===== config.mk =====
export PLATFORM = sky130hd
export DESIGN_NAME = ipsxe_fft_drm_rd_arbiter
export DESIGN_NICKNAME = d
export VERILOG_FILES = /design/src/rtl/ipsxe_fft_rdarb_pkg.sv /design/src/rtl/ipsxe_fft_rdarb_tagpipe.sv /design/src/rtl/ipsxe_fft_drm_rd_arbiter.sv
export SDC_FILE = /design/constraint.sdc
export NUM_CORES = 1
export LEC_CHECK = 0
export ABC_AREA = 0
export CAP_MARGIN = 10
export CORE_MARGIN = 5
export CORE_UTILIZATION = 31
export CTS_CLUSTER_SIZE = 24
export DETAILED_ROUTE_END_ITERATION = 8
export PLACE_DENSITY = 0.83
export SLEW_MARGIN = 15
export SYNTH_ARGS = -nofsm -noshare
export SYNTH_HDL_FRONTEND = slang
export SYNTH_SLANG_ARGS = --single-unit

===== constraint.sdc =====
create_clock -name rd_clk -period 4.9 [get_ports rd_clk]
set_clock_uncertainty 0.15 [all_clocks]
set_input_delay 0.49 -clock rd_clk [delete_from_list [all_inputs] [get_ports rd_clk]]
set_output_delay 0.49 -clock rd_clk [all_outputs]
set_load 0.05 [all_outputs]

===== src/rtl/ipsxe_fft_rdarb_pkg.sv =====
// Shared types and helpers for the FFT DRM read-port arbiter.
// Holds the FSM encoding, the default DRM read latency and the round-robin picker.
package ipsxe_fft_rdarb_pkg;

  typedef enum logic {
    ST_IDLE = 1'b0,
    ST_LOCK = 1'b1
  } rdarb_state_e;

  localparam int RD_LATENCY_DRM = 2;
  localparam int RDARB_MAX_REQ  = 4;

  // One-hot pick of the first set bit of req at or after ptr, wrapping modulo num_req.
  function automatic logic [RDARB_MAX_REQ-1:0] rr_pick(
    input logic [RDARB_MAX_REQ-1:0] req,
    input logic [1:0]               ptr,
    input int                       num_req
  );
    logic [RDARB_MAX_REQ-1:0] pick;
    logic                     found;
    logic [2:0]               idx;
    pick  = '0;
    found = 1'b0;
    idx   = '0;
    for (int off = 0; off < RDARB_MAX_REQ; off++) begin
      if (off < num_req) begin
        idx = {1'b0, ptr} + 3'(off);
        if (idx >= 3'(num_req)) begin
          idx = idx - 3'(num_req);
        end
        if (!found && req[idx[1:0]]) begin
          pick[idx[1:0]] = 1'b1;
          found          = 1'b1;
        end
      end
    end
    return pick;
  endfunction

endpackage


===== src/rtl/ipsxe_fft_rdarb_tagpipe.sv =====
// Read-latency tag pipeline: a DEPTH-deep {valid, id} shift register that
// advances in lockstep with the RAM array and its fabric output register.
module ipsxe_fft_rdarb_tagpipe #(
  parameter int DEPTH = 2,
  parameter int ID_W  = 1
) (
  input  logic            rd_clk,
  input  logic            rd_rst,
  input  logic            adv,
  input  logic            in_valid,
  input  logic [ID_W-1:0] in_id,
  output logic            out_valid,
  output logic [ID_W-1:0] out_id,
  output logic            any_valid
);

  logic [DEPTH-1:0]           valid_q, valid_d;
  logic [DEPTH-1:0][ID_W-1:0] id_q, id_d;

  always_comb begin
    valid_d = valid_q;
    id_d    = id_q;
    if (adv) begin
      valid_d[0] = in_valid;
      id_d[0]    = in_id;
      for (int i = 1; i < DEPTH; i++) begin
        valid_d[i] = valid_q[i-1];
        id_d[i]    = id_q[i-1];
      end
    end
  end

  always_ff @(posedge rd_clk or posedge rd_rst) begin
    if (rd_rst) begin
      valid_q <= '0;
      id_q    <= '0;
    end else begin
      valid_q <= valid_d;
      id_q    <= id_d;
    end
  end

  assign out_valid = valid_q[DEPTH-1];
  assign out_id    = id_q[DEPTH-1];
  assign any_valid = |valid_q;

endmodule


===== src/rtl/ipsxe_fft_drm_rd_arbiter.sv =====
// Round-robin read-port arbiter for the FFT DRM buffer with burst locking;
// steers each returned RAM word back to the requester that issued it.
module ipsxe_fft_drm_rd_arbiter
  import ipsxe_fft_rdarb_pkg::*;
#(
  parameter int NUM_REQ    = 2,
  parameter int ADDR_W     = 9,
  parameter int DATA_W     = 36,
  parameter int RD_LATENCY = RD_LATENCY_DRM,
  localparam int ID_W      = $clog2(NUM_REQ)
) (
  input  logic                      rd_clk,
  input  logic                      rd_rst,
  input  logic                      hold,
  input  logic [NUM_REQ-1:0]        req,
  input  logic [NUM_REQ*ADDR_W-1:0] req_addr,
  input  logic [NUM_REQ-1:0]        req_last,
  output logic [NUM_REQ-1:0]        gnt,
  output logic [ADDR_W-1:0]         ram_rd_addr,
  output logic                      ram_rd_clk_en,
  output logic                      ram_rd_oce,
  input  logic [DATA_W-1:0]         ram_rd_data,
  output logic [NUM_REQ-1:0]        rsp_valid,
  output logic [DATA_W-1:0]         rsp_data,
  output logic                      busy,
  output rdarb_state_e              dbg_state,
  output logic [ID_W-1:0]           dbg_ptr
);

  // Handshake: requester i transfers a beat in any cycle where req[i] & gnt[i];
  // gnt is combinational from req/hold/state, so req must be held until granted,
  // and rsp_valid[i] is a one-cycle strobe with no back-pressure.

  rdarb_state_e       state_q, state_d;
  logic [ID_W-1:0]    owner_q, owner_d;
  logic [ID_W-1:0]    ptr_q, ptr_d;
  logic [ADDR_W-1:0]  addr_q, addr_d;

  logic [NUM_REQ-1:0] pick;
  logic [NUM_REQ-1:0] gnt_c;
  logic [ID_W-1:0]    gnt_id;
  logic [ID_W-1:0]    next_ptr;
  logic               accept;
  logic               last_beat;

  logic               tag_valid;
  logic [ID_W-1:0]    tag_id;
  logic               tag_any;

  assign pick = NUM_REQ'(rr_pick(RDARB_MAX_REQ'(req), 2'(ptr_q), NUM_REQ));

  // Grants are suppressed while reset is asserted or the pipeline is held.
  always_comb begin
    gnt_c = '0;
    if (!rd_rst && !hold) begin
      if (state_q == ST_IDLE) begin
        gnt_c = pick;
      end else begin
        gnt_c[owner_q] = req[owner_q];
      end
    end
  end

  always_comb begin
    gnt_id = '0;
    for (int i = 0; i < NUM_REQ; i++) begin
      if (gnt_c[i]) begin
        gnt_id = ID_W'(i);
      end
    end
  end

  assign accept    = |gnt_c;
  assign last_beat = |(gnt_c & req_last);
  assign next_ptr  = (gnt_id == ID_W'(NUM_REQ - 1)) ? '0 : gnt_id + ID_W'(1);

  always_comb begin
    state_d = state_q;
    owner_d = owner_q;
    ptr_d   = ptr_q;
    if (accept) begin
      owner_d = gnt_id;
      if (last_beat) begin
        state_d = ST_IDLE;
        ptr_d   = next_ptr;
      end else begin
        state_d = ST_LOCK;
      end
    end
  end

  // The RAM keeps seeing the last issued address while nothing is granted.
  always_comb begin
    ram_rd_addr = addr_q;
    if (accept) begin
      ram_rd_addr = req_addr[int'(gnt_id)*ADDR_W +: ADDR_W];
    end
    addr_d = ram_rd_addr;
  end

  always_ff @(posedge rd_clk or posedge rd_rst) begin
    if (rd_rst) begin
      state_q <= ST_IDLE;
      owner_q <= '0;
      ptr_q   <= '0;
      addr_q  <= '0;
    end else begin
      state_q <= state_d;
      owner_q <= owner_d;
      ptr_q   <= ptr_d;
      addr_q  <= addr_d;
    end
  end

  ipsxe_fft_rdarb_tagpipe #(
    .DEPTH (RD_LATENCY),
    .ID_W  (ID_W)
  ) u_tagpipe (
    .rd_clk    (rd_clk),
    .rd_rst    (rd_rst),
    .adv       (~hold),
    .in_valid  (accept),
    .in_id     (gnt_id),
    .out_valid (tag_valid),
    .out_id    (tag_id),
    .any_valid (tag_any)
  );

  always_comb begin
    rsp_valid = '0;
    if (tag_valid && !hold) begin
      rsp_valid[tag_id] = 1'b1;
    end
  end

  assign gnt           = gnt_c;
  assign rsp_data      = ram_rd_data;
  assign ram_rd_clk_en = ~hold & ~rd_rst;
  assign ram_rd_oce    = ~hold & ~rd_rst;
  assign busy          = (state_q == ST_LOCK) | tag_any;
  assign dbg_state     = state_q;
  assign dbg_ptr       = ptr_q;

endmodule


==> results of run 1 <==
synthesized netlist by cell type:
master / count / area share
a21o_1: 1 / 0.0067
a21oi_1: 1 / 0.0044
and3b_1: 1 / 0.0078
and4_1: 1 / 0.0078
buf_2: 1 / 0.0044
buf_4: 38 / 0.25
buf_6: 1 / 0.010
dfrtp_1: 16 / 0.36
inv_1: 4 / 0.013
mux2_2: 10 / 0.10
mux2_4: 10 / 0.13
nand2_1: 5 / 0.017
nand2b_1: 1 / 0.0056
nand3b_1: 1 / 0.0067
nand4_4: 1 / 0.019
nor2_1: 1 / 0.0033
nor2_4: 1 / 0.010
nor3b_1: 1 / 0.0067
o21ai_0: 3 / 0.013
o221a_2: 1 / 0.010
or3_1: 1 / 0.0056
or3b_1: 1 / 0.0078
stage by stage:
| step | utilization | hold WS (ps) |
|---|---|---|
| final | 0.373 | 344 |
| after global routing | 0.373 | 371 |
| after CTS | 0.373 | 346 |
| after detailed placement | 0.367 | 324 |
| after global placement | 0.367 | 321 |
| after floorplan | - | 254 |
per-layer routing:
| layer | part of all wire | vias up | global-route usage | wire length [um] |
|---|---|---|---|---|
| met3 | 0.072 | 8 | 0.0273 | 174 |
| met4 | 0.016 | 0 | 0.0511 | 38 |
| met2 | 0.55 | 29 | 0.186 | 1320 |
| met5 | 0 | - | 0 | 0 |
| li1 | - | 309 | - | - |
| met1 | 0.36 | 345 | 0.0996 | 878 |
cell type report:
cell class / instances / area, um2 / share of cell area
repair buffers: 43 / 428 / 0.320
clock buffers: 3 / 22.5 / 0.0169
inverters: 4 / 15.0 / 0.0112
well taps: 48 / 60.1 / 0.0449
flip-flops and latches: 16 / 400 / 0.300
multi-input cells: 41 / 410 / 0.307
power groups by stage:
stage               clock, mW  sequential (mW)  combinational (mW)
floorplan                   0            0.239               0.368
global placement            0            0.215               0.442
detailed placement          0            0.219               0.453
CTS                    0.0705            0.216               0.455
global route           0.0746            0.221               0.472
finish                 0.0652            0.215               0.451
layout by cell type (no fill, tap or decap):
cell / count
a21o_1: 1
a21oi_1: 1
and3b_1: 1
and4_1: 1
buf_4: 1
clkbuf_4: 3
clkdlybuf4s50_1: 42
dfrtp_1: 16
inv_1: 4
mux2_2: 10
mux2_4: 10
nand2_1: 5
nand2b_1: 1
nand3b_1: 1
nand4_4: 1
nor2_1: 1
nor2_4: 1
nor3b_1: 1
o21ai_0: 3
o221a_2: 1
or3_1: 1
or3b_1: 1
worst paths after layout:
kind / startpoint / endpoint / slack [ps] / cells after the start
max: req[0] / ram_rd_addr[8] / 1220 / 6
min: u_tagpipe.id_q[0]$_DFFE_PP0N_ / u_tagpipe.id_q[0]$_DFFE_PP0N_ / 340 / 2
max reg2reg: dbg_state$_DFFE_PP0N_ / addr_q[2]$_DFF_PP0_ / 2840 / 4
min reg2reg: u_tagpipe.id_q[0]$_DFFE_PP0N_ / u_tagpipe.id_q[0]$_DFFE_PP0N_ / 340 / 2
max in group asynchronous: rd_rst / addr_q[7]$_DFF_PP0_ / 3680 / 2
min in group asynchronous: rd_rst / owner_q$_DFFE_PP0N_ / 520 / 2
critical path: cells and delay by family:
family,cells,cell delay [ps]
buffers and inverters,2,1220
and+or+nand+nor,2,670
muxes,2,650
sequential cells by signal, summed over array words and instances, names as in the netlist:
name and flops:
u_tagpipe.valid_q 2, dbg_ptr 1, owner_q 1, addr_q 9, u_tagpipe.id_q 1, dbg_state 1
u_tagpipe.out_id 1
cells by family after synthesis:
kind of cell           share of synthesized area
multiplexers                               0.233
buffers and inverters                      0.281
AND/OR/NAND/NOR                           0.0966
AO/OA/AOI/OAI                             0.0344
flip-flops                                 0.355
==> reports/results.tsv, run 1 <==
metric	value	unit
status	finished clean	
syn_to_final_growth	18.5	%
grt.overflow.total	0	
yosysWarningCount	0	
cts-resized-gates	0	
fp.dieH	70.3	um
synth.distinct_cells	22	
critical_path_class	primary input to output port	
drive_gt1_frac	0.252	
numCtsBuffers	3	
clkTransAtPathRegs	80	ps
cp_max_fo	14	
nets	170	
placedCellCount	152	
cap_viol_max_count	0	
drc	0	
cts_buffer_depth	2	
switching_share	0.462	
track_usage	0.0999	
placedInstanceArea	1310	um2
finalHoldViolations	0	
ctsHoldBuffers	0	
initial_core_util	0.315	
relSlewSlack	0.585	
final_cells	155	
clk_latency	280	ps
cp_cell_sequence	clkdlybuf4s50_1, or3b_1, nand4_4, mux2_2, mux2_2, clkdlybuf4s50_1	
io-pin-count	115	
period_share	0.751	
io_buffers	42	
cts.sinks	16	
switchingPower	0.338	mW
grt_pass1_wl	3900	um
core_area	3580	um2
worst_pin_slew	623	ps
power_frac_comb	0.617	
ant_nets	0	
postCtsSetupBuffers	0	
cts_tree	yes	
end_kind	output port	
power_density	548	nW/um2
grt_max_degree	17	
internal-power	0.394	mW
critical-path-slowest-cell	clkdlybuf4s50_1	
num_rows	22	
syn-cell-area	1130	um2
rsz0062_at_grt	false	
max_stage_delay	710	ps
power.leakage	0.586	nW
max_freq	0.272	GHz
via_count	691	
die-area	4940	um2
syn_area_per_cell	11.2	um2
pwr-share-clk	0.089	
drt-initial-drc-count	15	
final_cell_area	1340	um2
vdd.ir_drop.worst	0.000223	V
fin_crit	3680	ps
syn_inst	101	
antenna_found_initial	0	
avgViaCountPerCell	4.46	
h-tree-depth	1	
ys_ff_latch	16	
root_buffer	clkbuf_4	
place_congestion	0.632	
min_path_type	flip-flop to flip-flop	
slew_viol_final	0	
fillers	376	
antennaDiodeCount	0	
finalSetupViolCount	0	
dr.pass1.iters	4	
yosysSeqAreaShare	0.355	
dpl.hpwl	1890	um
grt_pass1_vias	799	
worst_slack	1220	ps
fin_total_pwr	0.732	mW
start_kind	primary input	
required	4260	ps
fp.dieW	70.3	um
timing.setup.tns	0	ps
cp.arrival	3040	ps
wl_per_cell	15.5	um
pwr-share-seq	0.294	
route.final.wire_length	2410	um
syn_nets	162	
place_ws	1230	ps
(Power assumes the default switching activity.)
==> run 2: changes to the inputs <==
Settings changed: CORE_UTILIZATION 31 to 26, PLACE_DENSITY 0.83 to 0.74.
Clock period 4.9 ns to 3.3 ns, I/O delays scaled along.
==> run 2 against run 1 <==
  * First-iteration DRC count increased by 27%
  * Combinational power increased by 69%
  * Worst setup slack got worse by 760 ps
  * Sequential power increased by 49%
  * Final area increased by 5.7%
  * Non-clock buffer count unchanged
  * Core utilization decreased by 4.4 points
  * Total power increased by 68%
  * Highest routed layer unchanged
  * Die area increased by 16%
  * Largest power group unchanged
  * Count of clock-buffer cells in the layout unchanged
  * Clock power increased by 130%
  * Global-route usage decreased by 0.78 points
  * Critical endpoint is now ram_rd_addr[2]
==> reports/results.tsv, run 2 (same netlist as run 1, synthesis figures left out) <==
metric	value	unit	change
cts_buffer_depth	2		unchanged
min_path_type	flip-flop to flip-flop		
regMostFlops	addr_q		
max_freq	0.351	GHz	
clk_latency	250	ps	-30 ps
clkTransAtPathRegs	60	ps	-20 ps
via_count	690		-0.14%
postCtsSetupBuffers	0		unchanged
grt.overflow.total	0		unchanged
die-area	5750	um2	+16%
initial_core_util	0.263		-0.0525
cp.arrival	2370	ps	-670 ps
grt_max_degree	17		unchanged
end_kind	output port		
worst_pin_slew	654	ps	+31.2 ps
drt-initial-drc-count	19		+4
io_buffers	42		unchanged
largest_reg_flops	9		unchanged
placedInstanceArea	1370	um2	+4.4%
antenna_found_initial	0		unchanged
avgViaCountPerCell	4.34		-2.7%
grt_pass1_wl	4040	um	+3.5%
route.final.wire_length	2470	um	+2.6%
start_kind	primary input		
place_congestion	0.699		+11%
worstHoldStart	u_tagpipe.id_q[0]$_DFFE_PP0N_		
grt_pass1_vias	864		+8.1%
root_buffer	clkbuf_8		
final_common_cell	clkdlybuf4s50_1		
antennaDiodeCount	0		unchanged
rsz0062_at_grt	false		
fp.dieW	75.8	um	+7.9%
track_usage	0.0922		-0.00777
period_share	0.862		
vdd.ir_drop.worst	0.000412	V	+84%
syn_to_final_growth	25.3	%	
cts_tree	yes		
drive_gt1_frac	0.336		+0.0841
core_area	4290	um2	+20%
ctsHoldBuffers	0		unchanged
whs_path_depth	2		unchanged
finalHoldViolations	0		unchanged
cts.sinks	16		unchanged
r2r_cells	4		unchanged
critical_path_class	primary input to output port		
biggestRegsByFlops	addr_q: 9 flops, u_tagpipe.valid_q: 2 flops		
final_cell_area	1410	um2	+5.7%
required	2820	ps	-1440 ps
cts-resized-gates	0		unchanged
worstHoldEndpoint	u_tagpipe.id_q[0]$_DFFE_PP0N_		
status	finished clean		
rr_startpoint	dbg_state$_DFFE_PP0N_		
numCtsBuffers	3		unchanged
finalSetupViolCount	0		unchanged
fin_crit	2850	ps	
final_core_util	0.329		-0.0445
power.leakage	0.629	nW	+7.4%
fp.dieH	75.8	um	+7.9%
most-common-layout-cells	33 x clkdlybuf4s50_1, 16 x dfrtp_1, 10 x mux2_4, 10 x mux2_2, 6 x buf_12		
h-tree-depth	1		unchanged
wl_per_cell	15.5	um	about the same
slew_viol_final	0		unchanged
num_rows	24		+9.1%
timing.setup.tns	0	ps	unchanged
drc	0		unchanged
cp_max_fo	14		unchanged
nets	170		unchanged
cap_viol_max_count	0		unchanged
relSlewSlack	0.564		-0.0208
power_density	872	nW/um2	+59%
ant_nets	0		unchanged
r2r_end	addr_q[3]$_DFF_PP0_		
io-pin-count	115		unchanged
dr.pass1.iters	2		-2
reg2reg_slack	1230	ps	-1610 ps
fin_total_pwr	1.23	mW	+68%
run 2: cell count changes in the layout (fill, tap and decap cells not counted), sizes merged:
cell           delta
buf               +9
clkdlybuf4s50     -9
run 2: worst max path at each step:
stage                           from        endpoint  slack (ps)  depth (start not counted)
5_1_grt                         hold          gnt[1]         350                          5
2_1_floorplan  dbg_state$_DFFE_PP0N_  ram_rd_addr[0]         850                          5
4_1_cts                       req[0]  ram_rd_addr[2]         440                          6
3_5_place_dp                    hold          gnt[1]         450                          5
3_3_place_gp                    hold          gnt[1]         510                          5
6_report                      req[0]  ram_rd_addr[2]         450                          6
run 2: layer usage:
| layer | track usage | vias up | part of all wire |
|---|---|---|---|
| met5 | 0 | - | 0 |
| met4 | 0.0505 | 0 | 0.017 |
| met3 | 0.0396 | 10 | 0.11 |
| met2 | 0.153 | 37 | 0.51 |
| met1 | 0.0980 | 333 | 0.36 |
| li1 | - | 310 | - |
run 2: layout make-up:
class,instances,area [um2]
clock buffers,3,41.3
flip-flops and latches,16,400
multi-input cells,41,410
inverters,4,15.0
repair buffers,43,480
well taps,52,65.1
fillers,439,2880
run 2: metrics by stage:
stage | cells | hold WS (ps) | setup slack [ps]
final | 159 | 349 | 454
after global routing | 159 | 373 | 345
after CTS | 159 | 352 | 445
after detailed placement | 156 | 334 | 451
after global placement | 156 | 317 | 513
after floorplan | 101 | 93.7 | 854
run 2: worst max-delay path, cell delays in order:
cell and delay (ps):
clkdlybuf4s50_1 520, or3b_1 420, nand4_4 240, mux2_2 370, mux2_2 280, buf_4 190
run 2: power by group:
part           switching (mW)  total [mW]  internal (mW)
Sequential             0.0430       0.321          0.278
Combinational           0.424       0.762          0.338
Clock                  0.0668       0.148         0.0809
Total                   0.534        1.23          0.698
==> run 3: changes to the inputs <==
Settings changed: CORE_UTILIZATION 26 to 25, SYNTH_HIERARCHICAL set to 1.
==> run 3 against run 2 <==
  * Non-clock buffer count did not move
  * Routed wire length shrank 1.4%
  * Clock power up 20%
  * Worst setup slack gained 210 ps
  * Sequential power is 4% lower
  * Critical path depth up 1
  * Combinational power is 6.3% lower
  * Cell count rose by 11%
  * Critical path type unchanged
  * Sequential share of layout area rose by 0.46 points
  * Die area down 2.0%
==> reports/results.tsv, run 3 <==
metric	value	unit	change
status	finished clean		
fp.dieH	75.1	um	-1.0%
required	2820	ps	about the same
r2r_cells	4		unchanged
antennaDiodeCount	0		unchanged
drc	0		unchanged
cts_buffer_depth	2		unchanged
numCtsBuffers	3		unchanged
nets	188		+11%
yosysSeqAreaShare	0.378		+0.0231
antenna_found_initial	0		unchanged
seqCellArea	400	um2	unchanged
vdd.ir_drop.worst	0.000234	V	-43%
synth_top_area_cell	dfrtp_1		
cap_viol_max_count	0		unchanged
cp_max_fo	13		-1
critical_path_class	primary input to output port		
power_density	863	nW/um2	-1.0%
worst_slack	661	ps	+207 ps
root_buffer	clkbuf_8		
cp.arrival	2160	ps	-210 ps
drive_gt1_frac	0.190		-0.146
max_stage_delay	440	ps	-80 ps
min_path_type	primary input to asynchronous set/reset pin		
route.final.wire_length	2440	um	-1.4%
cts-resized-gates	0		unchanged
start_kind	primary input		
clk_latency	250	ps	about the same
avgViaCountPerCell	4.27		-1.7%
critPathBufInv	3		+1
biggestRegsByFlops	addr_q: 9 flops, u_tagpipe/valid_q: 2 flops		
io-pin-count	115		unchanged
slew_viol_final	0		unchanged
drt-initial-drc-count	27		+8
largest_reg_flops	9		unchanged
syn_area_per_cell	8.75	um2	-22%
worst_pin_slew	511	ps	-142 ps
fillers	401		-8.7%
reg2reg_slack	1440	ps	+210 ps
synthFlopType	dfrtp_1		
core_area	4060	um2	-5.5%
yosysMostFrequentCell	buf_4		
synth_edf_count	0		unchanged
synthArstFlopShare	1.00		unchanged
relSlewSlack	0.658		+0.0944
syn-cell-area	1060	um2	-6.1%
grt_pass1_wl	3820	um	-5.5%
synth_common_cells	39 x buf_4, 20 x nand2_1, 16 x dfrtp_1, 11 x nor2_1, 9 x a31oi_1		
die-area	5640	um2	-2.0%
timing.setup.tns	0	ps	unchanged
ctsHoldBuffers	0		unchanged
via_count	751		+8.8%
rsz0062_at_grt	false		
syn_to_final_growth	31.3	%	
final_cells	176		+11%
placedCellCount	172		+10%
io_buffers	42		unchanged
num_rows	23		-4.2%
initial_core_util	0.261		-0.00166
finalHoldViolations	0		unchanged
most-common-layout-cells	32 x clkdlybuf4s50_1, 20 x nand2_1, 16 x dfrtp_1		
place_congestion	0.766		+9.6%
cts.sinks	16		unchanged
ys_top_cells_by_area	dfrtp_1 38%, buf_4 28%, nand2_1 7.1%		
dr.pass1.iters	4		+2
grt_max_degree	21		+4
regMostFlops	addr_q		
wl_per_cell	13.8	um	-11%
syn_inst	121		+20%
cpLargestDelayFamily	buffers and inverters		
track_usage	0.0893		-0.00291
fp.dieW	75.1	um	-1.0%
h-tree-depth	1		unchanged
finalSetupViolCount	0		unchanged
synth_top_area_share	0.378		+0.0231
r2r_end	addr_q[3]$_DFF_PP0_		
grt.overflow.total	0		unchanged
cp_cell_sequence	clkdlybuf4s50_1, nor2_1, nand4_1, inv_2, nand2_1, a31oi_1, buf_12		
yosysWarningCount	6		+6
end_kind	output port		
grt_pass1_vias	765		-11%
critical-path-slowest-cell	clkdlybuf4s50_1		
dpl.hpwl	1860	um	
clkTransAtPathRegs	60	ps	about the same
place_ws	640	ps	+189 ps
synth.distinct_cells	23		+4.5%
ant_nets	0		unchanged
rr_startpoint	dbg_state$_DFFE_PP0N_		
power.leakage	0.614	nW	-2.4%
max_freq	0.379	GHz	+7.8%
ys_ff_latch	16		unchanged
multi_input_area	325	um2	-21%
fin_crit	2640	ps	-207 ps
period_share	0.800		-0.0627
syn_nets	182		+12%
postCtsSetupBuffers	0		unchanged
final_common_cell	clkdlybuf4s50_1		
cts_tree	yes		
run 3: cell types whose count changed in the layout (fill, tap and decap cells not counted), moves of 2 or more:
cell     before  now
nand2_1       5   20
mux2_4       10    0
nor2_1        1   11
a31oi_1       0    9
mux2_2       10    4
buf_12        6   10
buf_4         4    1
o21ai_0       3    1
or2_2         0    2
run 3: layout make-up:
class | instances | share of cell area
Clock buffer | 4 | 0.0396
Inverter | 5 | 0.0135
Multi-Input combinational cell | 58 | 0.234
Sequential cell | 16 | 0.288
Tap cell | 50 | 0.0450
Timing Repair Buffer | 43 | 0.380
run 3: stage by stage:
step / total power, mW / instance area, um2 / hold WS [ps] / util
6_report: 1.20 / 1390 / 169 / 0.343
5_1_grt: 1.26 / 1390 / 187 / 0.343
4_1_cts: 1.22 / 1390 / 172 / 0.343
3_5_place_dp: 1.03 / 1340 / 342 / 0.329
3_3_place_gp: 1.03 / 1340 / 340 / 0.329
2_1_floorplan: 0.815 / 1060 / -53.9 / -
run 3: kinds of logic after synthesis:
family	Yosys count	share of synthesized area
AOI/OAI and AO/OA	15	0.104
buffers and inverters	47	0.314
DFF	16	0.378
muxes	4	0.0426
and+or+nand+nor	39	0.161
run 3: routing by layer:
layer	GRT usage	share of wire
met1	0.103	0.41
met2	0.130	0.39
met3	0.0587	0.19
met4	0.0375	0.0057
met5	0	0
run 3: worst max-delay path by stage:
stage / from / slack [ps] / cells after the start / endpoint
5_1_grt: rd_rst / 470 / 7 / ram_rd_addr[4]
4_1_cts: rd_rst / 630 / 7 / ram_rd_addr[0]
3_5_place_dp: rd_rst / 640 / 7 / ram_rd_addr[0]
2_1_floorplan: rd_rst / 300 / 6 / ram_rd_addr[0]
6_report: rd_rst / 660 / 7 / ram_rd_addr[5]
3_3_place_gp: rd_rst / 700 / 7 / ram_rd_addr[3]
run 3: power by group:
part           internal, mW  total (mW)  switching (mW)
sequential            0.269       0.308          0.0383
combinational         0.310       0.714           0.404
clock                 0.106       0.178          0.0720
